--- config.mk ---
export PLATFORM = sky130hd
export DESIGN_NAME = wb_cmd_master_flat
export DESIGN_NICKNAME = d
export VERILOG_FILES = /design/src/rtl/wb_cmd_master_if.sv /design/src/rtl/wb_cmd_master.sv /design/src/flat_wrapper.sv
export SDC_FILE = /design/constraint.sdc
export NUM_CORES = 1
export LEC_CHECK = 0
export ABC_AREA = 1
export BUFFER_PORTS_ARGS = -buffer_cell sky130_fd_sc_hd__buf_2
export CORE_MARGIN = 3
export CORE_UTILIZATION = 44
export CTS_CLUSTER_DIAMETER = 60
export DETAILED_ROUTE_END_ITERATION = 8
export HOLD_SLACK_MARGIN = 0.02
export PLACE_DENSITY_LB_ADDON = 0.15
export SLEW_MARGIN = 40
export SYNTH_ARGS = -nofsm -noshare
export SYNTH_HDL_FRONTEND = slang
export SYNTH_SLANG_ARGS = --single-unit
--- constraint.sdc ---
create_clock -name wb_clk_i -period 1.7 [get_ports wb_clk_i]
set_clock_uncertainty 0.15 [all_clocks]
set_input_delay 0.34 -clock wb_clk_i [delete_from_list [all_inputs] [get_ports wb_clk_i]]
set_output_delay 0.34 -clock wb_clk_i [all_outputs]
set_load 0.005 [all_outputs]
--- src/rtl/wb_cmd_master_if.sv ---
// Command/response stream and Wishbone bus bundle for wb_cmd_master.
// The master modport is the initiator's view; slave is the view of the
// user logic and the Wishbone target that sit on the other side.
interface wb_cmd_master_if;
  // Command stream from user logic
  logic        cmd_valid_i;
  logic        cmd_ready_o;
  logic        cmd_we_i;
  logic [31:0] cmd_adr_i;
  logic [31:0] cmd_dat_i;
  logic [3:0]  cmd_sel_i;
  // Response stream back to user logic
  logic        rsp_valid_o;
  logic        rsp_ready_i;
  logic [31:0] rsp_dat_o;
  logic        rsp_err_o;
  // Wishbone classic master port
  logic        wbm_cyc_o;
  logic        wbm_stb_o;
  logic        wbm_we_o;
  logic [31:0] wbm_adr_o;
  logic [31:0] wbm_dat_o;
  logic [3:0]  wbm_sel_o;
  logic [31:0] wbm_dat_i;
  logic        wbm_ack_i;

  modport master (
    input  cmd_valid_i, cmd_we_i, cmd_adr_i, cmd_dat_i, cmd_sel_i,
    output cmd_ready_o,
    output rsp_valid_o, rsp_dat_o, rsp_err_o,
    input  rsp_ready_i,
    output wbm_cyc_o, wbm_stb_o, wbm_we_o, wbm_adr_o, wbm_dat_o, wbm_sel_o,
    input  wbm_dat_i, wbm_ack_i
  );

  modport slave (
    output cmd_valid_i, cmd_we_i, cmd_adr_i, cmd_dat_i, cmd_sel_i,
    input  cmd_ready_o,
    input  rsp_valid_o, rsp_dat_o, rsp_err_o,
    output rsp_ready_i,
    input  wbm_cyc_o, wbm_stb_o, wbm_we_o, wbm_adr_o, wbm_dat_o, wbm_sel_o,
    output wbm_dat_i, wbm_ack_i
  );
endinterface

--- src/rtl/wb_cmd_master.sv ---
// Wishbone classic (non-pipelined) initiator: one command in, one single
// read/write cycle on the bus, one response out; one transaction in flight.
// Optional watchdog: define WB_CMD_MASTER_TIMEOUT_EN to abort cycles that
// stay un-acked for 2^TO_W - 1 bus cycles and report them with rsp_err_o.
// Without the macro the bus phase waits for ack forever and rsp_err_o is 0.
module wb_cmd_master #(
  parameter int TO_W = 8
) (
  input  logic wb_clk_i,
  input  logic wb_rst_n_i,
  wb_cmd_master_if.master bus
);

  typedef enum logic [1:0] {
    IDLE = 2'd0,
    BUS  = 2'd1,
    RESP = 2'd2
  } state_t;

  state_t      state;
  logic        cmd_ready;
  logic        cyc;
  logic        stb;
  logic        we;
  logic [31:0] adr;
  logic [31:0] wdat;
  logic [3:0]  sel;
  logic        rsp_valid;
  logic [31:0] rsp_dat;

`ifdef WB_CMD_MASTER_TIMEOUT_EN
  // Last count value before the abort: the cycle that would make the
  // un-acked count reach 2^TO_W - 1 is the one that times out.
  localparam logic [TO_W-1:0] TO_LAST = TO_W'((2 ** TO_W) - 2);

  logic [TO_W-1:0] to_cnt;
  logic            rsp_err;

  assign bus.rsp_err_o = rsp_err;
`else
  // Width parameter kept for a common instantiation; no counter exists.
  logic unused_to_w;

  assign unused_to_w   = (TO_W != 0);
  assign bus.rsp_err_o = 1'b0;
`endif

  assign bus.cmd_ready_o = cmd_ready;
  assign bus.wbm_cyc_o   = cyc;
  assign bus.wbm_stb_o   = stb;
  assign bus.wbm_we_o    = we;
  assign bus.wbm_adr_o   = adr;
  assign bus.wbm_dat_o   = wdat;
  assign bus.wbm_sel_o   = sel;
  assign bus.rsp_valid_o = rsp_valid;
  assign bus.rsp_dat_o   = rsp_dat;

  // Transaction FSM with every output registered; ready depends only on state.
  always_ff @(posedge wb_clk_i) begin
    if (!wb_rst_n_i) begin
      state     <= IDLE;
      cmd_ready <= 1'b1;
      cyc       <= 1'b0;
      stb       <= 1'b0;
      we        <= 1'b0;
      adr       <= '0;
      wdat      <= '0;
      sel       <= '0;
      rsp_valid <= 1'b0;
      rsp_dat   <= '0;
`ifdef WB_CMD_MASTER_TIMEOUT_EN
      rsp_err   <= 1'b0;
      to_cnt    <= '0;
`endif
    end else begin
      unique case (state)
        IDLE: begin
          if (bus.cmd_valid_i && cmd_ready) begin
            we        <= bus.cmd_we_i;
            adr       <= bus.cmd_adr_i;
            wdat      <= bus.cmd_dat_i;
            sel       <= bus.cmd_sel_i;
            cyc       <= 1'b1;
            stb       <= 1'b1;
            cmd_ready <= 1'b0;
`ifdef WB_CMD_MASTER_TIMEOUT_EN
            to_cnt    <= '0;
`endif
            state     <= BUS;
          end
        end
        BUS: begin
          // Ack has priority over a watchdog expiry in the same cycle.
          if (bus.wbm_ack_i) begin
            cyc       <= 1'b0;
            stb       <= 1'b0;
            rsp_valid <= 1'b1;
            rsp_dat   <= we ? 32'h0 : bus.wbm_dat_i;
`ifdef WB_CMD_MASTER_TIMEOUT_EN
            rsp_err   <= 1'b0;
`endif
            state     <= RESP;
          end
`ifdef WB_CMD_MASTER_TIMEOUT_EN
          else if (to_cnt == TO_LAST) begin
            cyc       <= 1'b0;
            stb       <= 1'b0;
            rsp_valid <= 1'b1;
            rsp_dat   <= 32'h0;
            rsp_err   <= 1'b1;
            state     <= RESP;
          end else begin
            to_cnt <= to_cnt + TO_W'(1);
          end
`endif
        end
        RESP: begin
          if (bus.rsp_ready_i) begin
            rsp_valid <= 1'b0;
            cmd_ready <= 1'b1;
            state     <= IDLE;
          end
        end
        default: begin
          state     <= IDLE;
          cmd_ready <= 1'b1;
          cyc       <= 1'b0;
          stb       <= 1'b0;
          rsp_valid <= 1'b0;
        end
      endcase
    end
  end

endmodule

--- src/flat_wrapper.sv ---
// flat-port wrapper written by rule: the top's interface ports become plain ports
module wb_cmd_master_flat 
#(
  parameter int TO_W = 8
)
  (wb_clk_i, wb_rst_n_i, bus_cmd_valid_i, bus_cmd_we_i, bus_cmd_adr_i, bus_cmd_dat_i, bus_cmd_sel_i, bus_cmd_ready_o, bus_rsp_valid_o, bus_rsp_dat_o, bus_rsp_err_o, bus_rsp_ready_i, bus_wbm_cyc_o, bus_wbm_stb_o, bus_wbm_we_o, bus_wbm_adr_o, bus_wbm_dat_o, bus_wbm_sel_o, bus_wbm_dat_i, bus_wbm_ack_i);
  wb_cmd_master_if bus_i ();
  input  logic wb_clk_i;
  input  logic wb_rst_n_i;
  input wire logic [$bits(bus_i.cmd_valid_i)-1:0] bus_cmd_valid_i;
  input wire logic [$bits(bus_i.cmd_we_i)-1:0] bus_cmd_we_i;
  input wire logic [$bits(bus_i.cmd_adr_i)-1:0] bus_cmd_adr_i;
  input wire logic [$bits(bus_i.cmd_dat_i)-1:0] bus_cmd_dat_i;
  input wire logic [$bits(bus_i.cmd_sel_i)-1:0] bus_cmd_sel_i;
  output wire logic [$bits(bus_i.cmd_ready_o)-1:0] bus_cmd_ready_o;
  output wire logic [$bits(bus_i.rsp_valid_o)-1:0] bus_rsp_valid_o;
  output wire logic [$bits(bus_i.rsp_dat_o)-1:0] bus_rsp_dat_o;
  output wire logic [$bits(bus_i.rsp_err_o)-1:0] bus_rsp_err_o;
  input wire logic [$bits(bus_i.rsp_ready_i)-1:0] bus_rsp_ready_i;
  output wire logic [$bits(bus_i.wbm_cyc_o)-1:0] bus_wbm_cyc_o;
  output wire logic [$bits(bus_i.wbm_stb_o)-1:0] bus_wbm_stb_o;
  output wire logic [$bits(bus_i.wbm_we_o)-1:0] bus_wbm_we_o;
  output wire logic [$bits(bus_i.wbm_adr_o)-1:0] bus_wbm_adr_o;
  output wire logic [$bits(bus_i.wbm_dat_o)-1:0] bus_wbm_dat_o;
  output wire logic [$bits(bus_i.wbm_sel_o)-1:0] bus_wbm_sel_o;
  input wire logic [$bits(bus_i.wbm_dat_i)-1:0] bus_wbm_dat_i;
  input wire logic [$bits(bus_i.wbm_ack_i)-1:0] bus_wbm_ack_i;
  assign bus_i.cmd_valid_i = bus_cmd_valid_i;
  assign bus_i.cmd_we_i = bus_cmd_we_i;
  assign bus_i.cmd_adr_i = bus_cmd_adr_i;
  assign bus_i.cmd_dat_i = bus_cmd_dat_i;
  assign bus_i.cmd_sel_i = bus_cmd_sel_i;
  assign bus_cmd_ready_o = bus_i.cmd_ready_o;
  assign bus_rsp_valid_o = bus_i.rsp_valid_o;
  assign bus_rsp_dat_o = bus_i.rsp_dat_o;
  assign bus_rsp_err_o = bus_i.rsp_err_o;
  assign bus_i.rsp_ready_i = bus_rsp_ready_i;
  assign bus_wbm_cyc_o = bus_i.wbm_cyc_o;
  assign bus_wbm_stb_o = bus_i.wbm_stb_o;
  assign bus_wbm_we_o = bus_i.wbm_we_o;
  assign bus_wbm_adr_o = bus_i.wbm_adr_o;
  assign bus_wbm_dat_o = bus_i.wbm_dat_o;
  assign bus_wbm_sel_o = bus_i.wbm_sel_o;
  assign bus_i.wbm_dat_i = bus_wbm_dat_i;
  assign bus_i.wbm_ack_i = bus_wbm_ack_i;
  wb_cmd_master #(.TO_W(TO_W)) u_core (.wb_clk_i(wb_clk_i), .wb_rst_n_i(wb_rst_n_i), .bus(bus_i));
endmodule
==> results.json <==
{
  "clock.fmax_ghz": 0.6696,
  "drt-met1-wl_mm": 4.225,
  "drive_gt1_share_pct": 37.28,
  "start_util_pct": 45.92,
  "route.antenna.remaining_nets": 0,
  "die_x_um": 99.30,
  "drt_iter0_markers": 88,
  "tritoncts": "done",
  "finalSetupViolCount": 0,
  "yosysTopAreaCell": "dfxtp_1",
  "met3_length_um": 973,
  "async_reset_ff_share_pct": 0,
  "num-nets-final": 777,
  "grt_overflow": 0,
  "outcome": "finished, final reports clean",
  "area_delta_synth_final_pct": 34.30,
  "cp_cell_sequence": "nor2_2 -> nand3_4 -> clkinv_2 -> buf_12 -> nor2_1 -> nor2_1",
  "start_kind": "flip-flop",
  "cts.clk_slew.worst_paths_ns": 0.10,
  "synthTopCellsByArea": "dfxtp_1, nor2_1, o21ai_0",
  "drc": 0,
  "syn_area_um2": 3830,
  "num_rows": 33,
  "p_leak_uw": 0.002460,
  "ys_seq_area_share_pct": 55.41,
  "drv_slew": 0,
  "critPathMaxFanout": 23,
  "synth_edf_count": 0,
  "clk_latency_ns": 0.34,
  "stdcell_area_um2": 5144,
  "insertedDiodeCount": 0,
  "p_per_area_nw_per_um2": 1048,
  "cts_buffer_depth": 2,
  "hold_class": "in -> reg",
  "ios": 212,
  "wirelength_mm": 10.27,
  "critPathRequiredTime_ns": 1.79,
  "synth_commonest_cells": "nor2_1, dfxtp_1, o21ai_0",
  "placed_cell_area_um2": 4950,
  "drt-vias-per-instance": 4.834,
  "synth.most_common_cell": "nor2_1",
  "crit_path_max_incr_delay_ns": 0.43,
  "crit_top_cell": "nor2_1",
  "wl_per_cell_um": 13.15,
  "antenna_found_initial": 0,
  "critPathKind": "reg -> reg",
  "clkSinkCount": 106,
  "htree_num_levels": 3,
  "die_area_um2": 9860,
  "yosysTopAreaCellShare_pct": 55.41,
  "fp.dieH_um": 99.30,
  "cp.buffers_inverters": 2,
  "vias": 3775,
  "worstPathArrival_ns": 1.59,
  "crit_family": "buffers and inverters",
  "fin_setup_tns_ns": 0,
  "wl_met2_mm": 4.839,
  "hold_viol_final": 0,
  "synth_ff_type": "dfxtp_1",
  "routed.top_layer": "met4",
  "synth_area_per_cell_um2": 8.029,
  "ys_ff_latch": 106,
  "ir_drop_uv": 664.7,
  "synthCells": 477,
  "cts_buffers": 9,
  "dr.pass1.iters": 4,
  "clock-root-buffer": "clkbuf_8",
  "grtUsageTotal_pct": 20.41,
  "endpoint_kind": "flip-flop",
  "first_global_vias": 3501,
  "port_buffers": 210,
  "drv_cap": 0,
  "yosysWarnings": 0,
  "min_period_ns": 1.493,
  "rsz0062_at_grt": "no",
  "coreArea_um2": 8341,
  "synth_cell_types": 22,
  "grt_pass1_wl_mm": 16.50,
  "grt_max_degree": 73,
  "syn-num-nets": 583,
  "dp_hpwl_mm": 7.332,
  "cpMaxStageDelayCell": "dfxtp_1",
  "fin_crit_sh_pct": 87.85,
  "gp_congestion": 0.7724
}
-- repair_timing --
action | 4_1_cts | 5_1_grt
setup buffers | 0 | 0
resized for setup | 0 | 1
endpoints found under the setup margin | 0 | 65
hold buffers | 0 | 0
-- flip-flops by register name, indices dropped and copies added, names as in the netlist --
register                cells
u_core.bus.cmd_ready_o      1
u_core.bus.rsp_dat_o       32
u_core.bus.rsp_valid_o      1
u_core.bus.wbm_adr_o       32
u_core.bus.wbm_dat_o       32
u_core.bus.wbm_sel_o        4
u_core.bus.wbm_stb_o        1
u_core.bus.wbm_we_o         1
u_core.state                2
-- cell usage in the layout (no fill, tap or decap), drive strengths merged --
cell,instances
a21oi,37
buf,223
clkbuf,12
clkinv,5
conb,1
dfxtp,106
inv,5
nand2,41
nand3,4
nand3b,1
nand4,32
nor2,138
o21ai,71
-- area by class of cell --
cell class	instances	area (um^2)
inverter	6	23.77
multi-input combinational	325	1486
fill	818	3197
clock inverter	4	35.03
timing repair buffer	223	1190
sequential	106	2122
clock buffer	12	155.1
tap	105	131.4
-- worst min-delay path, stage by stage --
cell and delay (ns):
buf_2 0.07, o21ai_0 0.07, nor2_1 0.08
-- report_power, final --
part           internal [uW]  total [uW]  leakage, uW  switching (uW)
combinational            482        1080      0.00149             595
sequential              2730        2850     0.000871             122
clock                    629        1460    0.0000972             834
total                   3840        5390      0.00246            1550
-- layer usage --
metal | vias to the layer above | GRT usage, %
met5 | - | 0
met4 | 0 | 7.773
met3 | 19 | 6.592
met2 | 144 | 33.42
met1 | 1656 | 25.08
li1 | 1956 | -
-- logic make-up (layout without fill, tap and decap cells) --
| group | after synthesis | in the layout | synth area share [%] |
|---|---|---|---|
| AO/OA/AOI/OAI | 108 | 108 | 14.11 |
| buffers and inverters | 46 | 245 | 5.782 |
| other | 1 | 1 | 0.09791 |
| AND/OR/NAND/NOR | 216 | 216 | 24.60 |
| flip-flops | 106 | 106 | 55.41 |
-- final timing paths --
| path | startpoint | end | slack, ns | depth (start not counted) |
|---|---|---|---|---|
| hold / removal | bus_cmd_adr_i[31] | u_core.bus.wbm_adr_o[31]$_SDFFE_PN0P_ | 0.08 | 3 |
| hold reg to reg | u_core.bus.rsp_valid_o$_SDFFE_PN0P_ | u_core.bus.rsp_valid_o$_SDFFE_PN0P_ | 0.31 | 2 |
| setup / recovery | u_core.state[1]$_SDFFE_PN0P_ | u_core.bus.wbm_dat_o[6]$_SDFFE_PN0P_ | 0.21 | 6 |
| setup reg to reg | u_core.state[1]$_SDFFE_PN0P_ | u_core.bus.wbm_dat_o[6]$_SDFFE_PN0P_ | 0.21 | 6 |
-- per-stage QoR --
stage / power (uW) / util (%) / hold slack (ns) / worst slack (ns) / instances
6_report: 5388 / 61.67 / 0.08232 / 0.2065 / 781
5_1_grt: 5742 / 61.67 / 0.07779 / 0.06789 / 781
4_1_cts: 5460 / 61.63 / 0.06243 / 0.08462 / 781
3_5_place_dp: 3997 / 59.35 / 0.3015 / 0.1061 / 765
3_3_place_gp: 3966 / 59.35 / 0.2980 / 0.1571 / 765
2_1_floorplan: 3499 / - / 0.3054 / 0.3973 / 477
No activity file was read; power rests on OpenSTA's default activity.
